**src/rtl/load_store_unit_if.sv**
```systemverilog
// Bus bundle for the load/store unit: execute-side request, data RAM port and
// writeback response. The LSU takes the slave view; the surrounding pipeline
// and RAM take the master view.
interface load_store_unit_if;
  logic        exValid;
  logic        exReady;
  logic        exIsLoad;
  logic        exIsStore;
  logic [2:0]  exFunct3;
  logic [31:0] exAddr;
  logic [31:0] exStoreData;
  logic [4:0]  exRd;

  logic [31:0] memAddr;
  logic        memRstrb;
  logic [31:0] memWData;
  logic [3:0]  memWMask;
  logic [31:0] memRData;

  logic        wbValid;
  logic        wbReady;
  logic        wbWrite;
  logic [4:0]  wbRd;
  logic [31:0] wbData;
  logic        wbMisalign;

  modport slave (
    input  exValid, exIsLoad, exIsStore, exFunct3, exAddr, exStoreData, exRd,
    input  memRData, wbReady,
    output exReady, memAddr, memRstrb, memWData, memWMask,
    output wbValid, wbWrite, wbRd, wbData, wbMisalign
  );

  modport master (
    output exValid, exIsLoad, exIsStore, exFunct3, exAddr, exStoreData, exRd,
    output memRData, wbReady,
    input  exReady, memAddr, memRstrb, memWData, memWMask,
    input  wbValid, wbWrite, wbRd, wbData, wbMisalign
  );
endinterface

```
**src/rtl/load_store_unit.sv**
```systemverilog
// Load/store unit: turns execute-stage loads/stores into data RAM requests
// (word address, read strobe, byte write mask, lane-replicated store data) and,
// one cycle later, aligns and sign/zero-extends the read word for writeback.
// A single response slot keeps exactly one op in flight, in order.
//
// Optional feature: define LSU_MISALIGN_TRAP_EN to suppress misaligned
// halfword/word accesses (no RAM access, response flagged wbMisalign).
module load_store_unit (
  input  logic clk,
  input  logic resetn,
  load_store_unit_if.slave bus
);

  logic        issue;
  logic        op_load;
  logic        op_store;
  logic        op_half;
  logic        op_word;
  logic        mis;
  logic [3:0]  lane_mask;
  logic [31:0] lane_data;

  logic        slot_valid;
  logic        slot_load;
  logic [2:0]  slot_funct3;
  logic [1:0]  slot_addr;
  logic [4:0]  slot_rd;
  logic        slot_mis;

  logic [1:0]  rd_lane;
  logic [31:0] shifted;
  logic [31:0] load_data;
  logic        wb_write;

  // A new op is accepted only when the slot is free or being drained now,
  // so the RAM read word stays stable while a load response waits.
  assign bus.exReady = resetn & (~slot_valid | bus.wbReady);
  assign issue       = bus.exValid & bus.exReady;

  // Load takes priority when execute flags both kinds of access.
  assign op_load  = bus.exIsLoad;
  assign op_store = bus.exIsStore & ~bus.exIsLoad;
  assign op_half  = (bus.exFunct3[1:0] == 2'b01);
  assign op_word  = bus.exFunct3[1];

`ifdef LSU_MISALIGN_TRAP_EN
  assign mis = (op_load | op_store) &
               ((op_half & bus.exAddr[0]) | (op_word & (|bus.exAddr[1:0])));
`else
  assign mis = 1'b0;
`endif

  // Store lane selection and data replication by access size.
  always_comb begin
    lane_mask = 4'b0001 << bus.exAddr[1:0];
    lane_data = {4{bus.exStoreData[7:0]}};
    if (op_word) begin
      lane_mask = 4'b1111;
      lane_data = bus.exStoreData;
    end else if (op_half) begin
      lane_mask = 4'b0011 << {bus.exAddr[1], 1'b0};
      lane_data = {2{bus.exStoreData[15:0]}};
    end
  end

  assign bus.memAddr  = bus.exAddr;
  assign bus.memWData = lane_data;
  assign bus.memRstrb = issue & op_load & ~mis;
  assign bus.memWMask = (issue & op_store & ~mis) ? lane_mask : 4'b0000;

  // Response slot: loads on issue, empties when consumed without a new issue.
  always_ff @(posedge clk) begin
    if (!resetn) begin
      slot_valid  <= 1'b0;
      slot_load   <= 1'b0;
      slot_funct3 <= 3'b000;
      slot_addr   <= 2'b00;
      slot_rd     <= 5'd0;
      slot_mis    <= 1'b0;
    end else if (issue) begin
      slot_valid  <= 1'b1;
      slot_load   <= op_load;
      slot_funct3 <= bus.exFunct3;
      slot_addr   <= bus.exAddr[1:0];
      slot_rd     <= bus.exRd;
      slot_mis    <= mis;
    end else if (bus.wbReady) begin
      slot_valid  <= 1'b0;
    end
  end

  // Align the registered RAM word to the accessed lane and extend it.
  always_comb begin
    rd_lane   = (slot_funct3[1:0] == 2'b01) ? {slot_addr[1], 1'b0} : slot_addr;
    shifted   = bus.memRData >> {rd_lane, 3'b000};
    load_data = bus.memRData;
    case (slot_funct3[1:0])
      2'b00: load_data = slot_funct3[2] ? {24'd0, shifted[7:0]}
                                        : {{24{shifted[7]}}, shifted[7:0]};
      2'b01: load_data = slot_funct3[2] ? {16'd0, shifted[15:0]}
                                        : {{16{shifted[15]}}, shifted[15:0]};
      default: load_data = bus.memRData;
    endcase
  end

  assign wb_write       = slot_valid & slot_load & ~slot_mis & (slot_rd != 5'd0);
  assign bus.wbValid    = slot_valid;
  assign bus.wbWrite    = wb_write;
  assign bus.wbRd       = slot_rd;
  assign bus.wbData     = wb_write ? load_data : 32'd0;
  assign bus.wbMisalign = slot_valid & slot_mis;

endmodule

```
**src/flat_wrapper.sv**
```systemverilog
// flat-port wrapper written by rule: the top's interface ports become plain ports
module load_store_unit_flat 
  (clk, resetn, bus_exValid, bus_exIsLoad, bus_exIsStore, bus_exFunct3, bus_exAddr, bus_exStoreData, bus_exRd, bus_memRData, bus_wbReady, bus_exReady, bus_memAddr, bus_memRstrb, bus_memWData, bus_memWMask, bus_wbValid, bus_wbWrite, bus_wbRd, bus_wbData, bus_wbMisalign);
  load_store_unit_if bus_i ();
  input  logic clk;
  input  logic resetn;
  input wire logic [$bits(bus_i.exValid)-1:0] bus_exValid;
  input wire logic [$bits(bus_i.exIsLoad)-1:0] bus_exIsLoad;
  input wire logic [$bits(bus_i.exIsStore)-1:0] bus_exIsStore;
  input wire logic [$bits(bus_i.exFunct3)-1:0] bus_exFunct3;
  input wire logic [$bits(bus_i.exAddr)-1:0] bus_exAddr;
  input wire logic [$bits(bus_i.exStoreData)-1:0] bus_exStoreData;
  input wire logic [$bits(bus_i.exRd)-1:0] bus_exRd;
  input wire logic [$bits(bus_i.memRData)-1:0] bus_memRData;
  input wire logic [$bits(bus_i.wbReady)-1:0] bus_wbReady;
  output wire logic [$bits(bus_i.exReady)-1:0] bus_exReady;
  output wire logic [$bits(bus_i.memAddr)-1:0] bus_memAddr;
  output wire logic [$bits(bus_i.memRstrb)-1:0] bus_memRstrb;
  output wire logic [$bits(bus_i.memWData)-1:0] bus_memWData;
  output wire logic [$bits(bus_i.memWMask)-1:0] bus_memWMask;
  output wire logic [$bits(bus_i.wbValid)-1:0] bus_wbValid;
  output wire logic [$bits(bus_i.wbWrite)-1:0] bus_wbWrite;
  output wire logic [$bits(bus_i.wbRd)-1:0] bus_wbRd;
  output wire logic [$bits(bus_i.wbData)-1:0] bus_wbData;
  output wire logic [$bits(bus_i.wbMisalign)-1:0] bus_wbMisalign;
  assign bus_i.exValid = bus_exValid;
  assign bus_i.exIsLoad = bus_exIsLoad;
  assign bus_i.exIsStore = bus_exIsStore;
  assign bus_i.exFunct3 = bus_exFunct3;
  assign bus_i.exAddr = bus_exAddr;
  assign bus_i.exStoreData = bus_exStoreData;
  assign bus_i.exRd = bus_exRd;
  assign bus_i.memRData = bus_memRData;
  assign bus_i.wbReady = bus_wbReady;
  assign bus_exReady = bus_i.exReady;
  assign bus_memAddr = bus_i.memAddr;
  assign bus_memRstrb = bus_i.memRstrb;
  assign bus_memWData = bus_i.memWData;
  assign bus_memWMask = bus_i.memWMask;
  assign bus_wbValid = bus_i.wbValid;
  assign bus_wbWrite = bus_i.wbWrite;
  assign bus_wbRd = bus_i.wbRd;
  assign bus_wbData = bus_i.wbData;
  assign bus_wbMisalign = bus_i.wbMisalign;
  load_store_unit u_core (.clk(clk), .resetn(resetn), .bus(bus_i));
endmodule
```
**config.mk**
```make
export PLATFORM = sky130hd
export DESIGN_NAME = load_store_unit_flat
export DESIGN_NICKNAME = d
export VERILOG_FILES = /design/src/rtl/load_store_unit_if.sv /design/src/rtl/load_store_unit.sv /design/src/flat_wrapper.sv
export SDC_FILE = /design/constraint.sdc
export NUM_CORES = 1
export LEC_CHECK = 0
export ABC_AREA = 1
export BUFFER_PORTS_ARGS = -buffer_cell sky130_fd_sc_hd__buf_2
export CAP_MARGIN = 0
export CORE_MARGIN = 3
export CORE_UTILIZATION = 25
export CTS_CLUSTER_SIZE = 30
export DETAILED_ROUTE_END_ITERATION = 7
export PLACE_DENSITY = 0.69
export SETUP_SLACK_MARGIN = 0.15
export SYNTH_ARGS = -nofsm -noshare
export SYNTH_HDL_FRONTEND = slang
export SYNTH_SLANG_ARGS = --single-unit
```
**constraint.sdc**
```tcl
create_clock -name clk -period 2.1 [get_ports clk]
set_input_delay 0.42 -clock clk [delete_from_list [all_inputs] [get_ports clk]]
set_output_delay 0.42 -clock clk [all_outputs]
set_load 0.02 [all_outputs]
```
==> impl_metrics.tcl, run 1 <==
set metrics [dict create \
    antenna_found_initial 2 \
    setup_viol_count_final 0 \
    die_area_sq_um 10230 \
    place_congestion 0.8310 \
    period_share_pct 95.17 \
    rows 34 \
    n_antenna_cell 0 \
    outcome "completed" \
    grt_pass1_wl_um 12850 \
    clockBufferDepth 2 \
    vias 3125 \
    final_area_sq_um 3382 \
    dp_hpwl_um 6617 \
    synthesis.nets 551 \
    final_nets 671 \
    hold_depth 3 \
    leakagePower_nw 2.135 \
    hold_violations 0 \
    max_cap_viol_count 0 \
    first_pass_iters 4 \
    cts_buffers 3 \
    synth.mux.area_fraction_pct 0 \
    htreeDepth 1 \
    clock_latency_ns 0.24 \
    crit_required_ns 1.68 \
    fin_setup_tns_ns 0 \
    area_growth_pct 49.42 \
    grt.overflow.total 0 \
    io-pin-count 220 \
    fmax_ghz 0.5004 \
    synth_top_family_by_area "simple AND/OR/NAND/NOR gates" \
    synth.avg_cell_area_sq_um 5.132 \
    finClkSkew_ns 0.003011 \
    cts.clk_slew.worst_paths_ns 0.05 \
    grt_max_degree 36 \
    grt_use_total_pct 15.30 \
    synth_area_sq_um 2263 \
    worstSetupEndpointType "primary output" \
    synth-xor-area-share_pct 0 \
    drc 0 \
    synth_simple_gate_area_share_pct 42.84 \
    core_area_sq_um 8763 \
    p_per_area_nw_per_um2 359.3 \
    critPathKind "flop to primary output" \
    grt_pass1_vias 2881 \
    cts_root_buffer "clkbuf_8" \
    rsz0062_at_grt "yes" \
    layout_commonest_cell "buf_2" \
    cts_tree "built" \
    layout-drive-gt1-share_pct 45.18 \
    synth_compound_area_share_pct 16.14 \
    start_kind "flop" \
    cts_sinks 12 \
    final-max-slew-violation-count 0 \
    drt_iter0_drc 135 \
    totalWireLength_um 8579 \
    portBuffers 158 \
    reg2reg_depth 7 \
    yosys_warnings 0 \
    viasPerCell 4.678 \
    synthAdderAreaFrac_pct 0 \
    synthCells 441 \
    arrival_ns 1.58 \
    hold_path.class "input port to flop" \
    ys_ff_latch 12 \
    post-route-min-period_ns 1.999 \
    antenna_left 0 \
    die-width_um 101.2 \
    worstPathMaxFanout 8 \
    start_util_pct 25.83 \
    synth_seq_area_share_pct 10.61 \
    vdd_drop_max_mv 0.2001 \
    final_cell_mix "buf_2 (131), nand2_1 (121), inv_1 (52)" \
    die_h_um 101.2 \
    netlist-cell-type-count 21 \
    wl_per_cell_um 12.84 \
    place_area_sq_um 2869 \
]
## through the flow
stage	hold slack, ns	setup WS [ns]	power, W	util (%)	cells
4_1_cts	0.3945	0.1148	0.001186	36.62	667
5_1_grt	0.4078	0.02290	0.001305	38.59	668
3_5_place_dp	0.4606	0.1060	0.0008719	32.74	654
6_report	0.3893	0.1014	0.001215	38.59	668
2_1_floorplan	0.4426	0.2463	0.0007519	-	441
3_3_place_gp	0.4575	0.1283	0.0008698	32.74	654
## critical path: stages (launching register included)
cell     delay, ns
dfxtp_4       0.44
nor2_4        0.06
a21oi_4       0.14
nand2_4       0.06
nand2_4       0.10
nand2_8       0.08
nand3_4       0.20
nand2_2       0.08
inv_2         0.06
buf_6         0.11
## flip-flops by register name, indices dropped and copies added (netlist names)
signal              flops
u_core.bus.wbRd         5
u_core.bus.wbValid      1
u_core.slot_addr        2
u_core.slot_funct3      3
u_core.slot_load        1
## synthesized netlist by cell type
cell type    n  area [sq um]
nand4_1      1         6.260
buf_2        8         40.04
buf_8        1         15.01
inv_1       58         217.7
o211ai_1    14         105.1
nand3_4      1         17.52
inv_2       12         45.04
a21oi_1     31         155.2
conb_1       1         3.750
o21ai_0     21         105.1
buf_1        4         15.01
nand2_1    131         491.7
nand3_1     40         200.2
nand2_4      3         33.78
nor3_1       1         5.000
inv_4        1         6.260
clkbuf_1    10         37.54
nand2_2     11         68.82
dfxtp_1     12         240.2
buf_4       41         307.8
nor2_1      39         146.4
## path summary, 6_finish.rpt
kind	start	to	slack [ns]
setup / recovery	u_core.slot_addr[1]	bus_wbData[21]	0.10
hold / removal	bus_exRd[0]	u_core.bus.wbRd[0]	0.39
setup reg to reg	u_core.bus.wbValid	u_core.bus.wbRd[3]	0.93
hold reg to reg	u_core.bus.wbRd[2]	u_core.bus.wbRd[2]	0.46
## cell families (layout without fill, tap and decap cells)
kind of cell	count (synthesis)	in the layout
AOI/OAI and AO/OA	66	66
buffers and inverters	135	252
DFF	12	12
other	1	1
and+or+nand+nor	227	229
## report_power, final
group / internal (W) / switching, W / total [W]
clock network: 0.000165 / 0.0000829 / 0.000248
logic: 0.000261 / 0.000438 / 0.000699
registers: 0.000246 / 0.0000212 / 0.000267
## routing by layer
layer  vias to the layer above  track usage [%]  routed length [um]
met4                         4            5.624                 253
met5                         -                0                  22
met2                       181            28.32                4288
li1                       1560                -                   -
met1                      1353            17.36                3132
met3                        27            2.755                 883
## what timing repair did
action	CTS	global route
hold buffers	0	0
setup endpoints to repair	32	41
buffers inserted	6	1
pin swaps	11	20
gates resized for setup	53	58
cloned	3	0
## cell type report
type | count | area (sq um)
Fill cell | 987 | 5381
Multi-Input combinational cell | 296 | 1530
Timing Repair Buffer | 177 | 1125
Inverter | 71 | 279.0
Sequential cell | 12 | 257.7
Tap cell | 108 | 135.1
Clock buffer | 4 | 55.05
(Power assumes the default switching activity.)
==> inputs of run 2 (changes only) <==
- clock period: 2.1 -> 2.4 ns (I/O delays scaled with it)
==> run 2 against run 1 <==
Sequential power is 14% lower; total power down 19%; critical endpoint is now bus_wbData[31]; cell area decreased by 12%; clock skew is essentially flat; register-to-register slack better by 0.32 ns; final cell count decreased by 1.3%; sequential share of layout area is 0.56 points higher.
==> impl_metrics.tcl, run 2 (synthesis gave the netlist of run 1 again) <==
set metrics [dict create \
    worstPathMaxFanout 10 \
    fmax_ghz 0.4655 \
    die_area_sq_um 10230 \
    drt_iter0_drc 110 \
    seqPwrFrac_pct 23.1 \
    critPathKind "flop to primary output" \
    rsz0062_at_grt "yes" \
    antenna_left 0 \
    die_h_um 101.2 \
    wl_per_cell_um 12.22 \
    hold_violations 0 \
    cts_buffers 3 \
    final_nets 661 \
    hp-start "bus_exRd[0]" \
    arrival_ns 1.67 \
    cts_sinks 12 \
    clkPwrFrac_pct 21.4 \
    grt_use_total_pct 14.68 \
    multi_input_area_sq_um 1395 \
    layout-drive-gt1-share_pct 37.64 \
    p_int_w 0.0005558 \
    portBuffers 158 \
    drc 0 \
    start_util_pct 25.83 \
    crit_required_ns 1.92 \
    finClkSkew_ns 0.002765 \
    reg2reg_from "u_core.bus.wbValid" \
    clock_latency_ns 0.23 \
    final_core_util_pct 34.02 \
    start_kind "flop" \
    dp_hpwl_um 6573 \
    clockBufferDepth 2 \
    critPathMaxStageDelay_ns 0.42 \
    final-max-slew-violation-count 0 \
    switching_power_w 0.0004327 \
    cts_tree "built" \
    cts.clk_slew.worst_paths_ns 0.05 \
    worstSetupEndpointType "primary output" \
    cts_root_buffer "clkbuf_8" \
    vias 2978 \
    totalWireLength_um 8053 \
    crit_chain "nand2_8, a21oi_1, nand3_2, nand3_4, nand2_1, inv_1, buf_2" \
    vdd_drop_max_mv 0.1828 \
    viasPerCell 4.519 \
    outcome "completed" \
    r2r_slack_ns 1.25 \
    final_cell_mix "buf_2 (158), nand2_1 (131), inv_1 (58)" \
    power_frac_comb_pct 55.5 \
    io-pin-count 220 \
    setup_viol_count_final 0 \
    rows 34 \
    grt_pass1_vias 2742 \
    max_cap_viol_count 0 \
    postCtsHoldBufs 0 \
    hold_path.class "input port to flop" \
    p_per_area_nw_per_um2 331.5 \
    fill_cells 1010 \
    reg2reg_depth 7 \
    cp_slowest_cell "dfxtp_2" \
    hold_ws_ns 0.4460 \
    place_area_sq_um 2846 \
    largest_register_ffs 5 \
    r2r_end "u_core.bus.wbRd[3]" \
    antenna_found_initial 2 \
    place_congestion 0.8201 \
    fin_setup_tns_ns 0 \
    leakagePower_nw 2.041 \
    core_area_sq_um 8763 \
    post-route-min-period_ns 2.148 \
    area_growth_pct 31.73 \
    switching_share_pct 43.77 \
    hold_path_end "u_core.bus.wbRd[0]" \
    seqCellArea_sq_um 244.0 \
    htreeDepth 1 \
    layout_commonest_cell "buf_2" \
    finalPower_w 0.0009884 \
    grt.overflow.total 0 \
    die-width_um 101.2 \
    grt_max_degree 36 \
    first_pass_iters 4 \
    grt_pass1_wl_um 12400 \
    period_share_pct 89.51 \
    final_area_sq_um 2982 \
    hold_depth 3 \
]
[run 2: layout make-up]
cell class                 instances  share of cell area (%)
clock buffer                       4                   1.846
tap                              108                   4.532
antenna                            1                 0.08393
inverter                          71                   9.106
timing repair buffer             168                   29.46
sequential                        12                   8.183
multi-input combinational        295                   46.79
[run 2: critical path: cells and delay by family (launching register included)]
| kind | cells | cell delay, ns |
|---|---|---|
| compound gates | 1 | 0.24 |
| buf+inv | 2 | 0.20 |
| flops | 1 | 0.42 |
| simple gates | 4 | 0.57 |
[run 2: power groups by stage]
stage | Sequential, W | Combinational, W | Clock [W]
2_1_floorplan | 0.000235 | 0.000423 | 0
3_3_place_gp | 0.000229 | 0.000526 | 0
3_5_place_dp | 0.000230 | 0.000526 | 0
4_1_cts | 0.000227 | 0.000537 | 0.000216
5_1_grt | 0.000231 | 0.000608 | 0.000235
6_report | 0.000229 | 0.000548 | 0.000212
[run 2: metal layers]
metal  up-vias  wire length (um)  track usage (%)
met4         2               171            4.294
met1      1247              3119            17.87
met2       166              3927            26.51
met3        20               828            2.273
met5         -                 7                0
li1       1543                 -                -
[run 2: worst max path at each step]
| stage | to | startpoint |
|---|---|---|
| final | bus_wbData[31] | u_core.slot_funct3[0] |
| after global routing | bus_wbData[19] | u_core.slot_funct3[0] |
| after CTS | bus_wbData[31] | u_core.slot_addr[0] |
| after detailed placement | bus_wbData[16] | u_core.slot_funct3[0] |
| after global placement | bus_memWMask[2] | resetn |
| after floorplan | bus_memWMask[0] | resetn |
[run 2: stage by stage]
step,setup slack [ns],std cells
floorplan,0.4277,441
global placement,0.2895,651
detailed placement,0.2472,651
CTS,0.1845,656
global route,0.1334,659
finish,0.2517,659
[run 2: what timing repair did]
item	CTS	global route
setup buffers	0	2
cloned	1	0
setup endpoints to repair	16	27
resized for setup	4	7
pin swaps	1	1
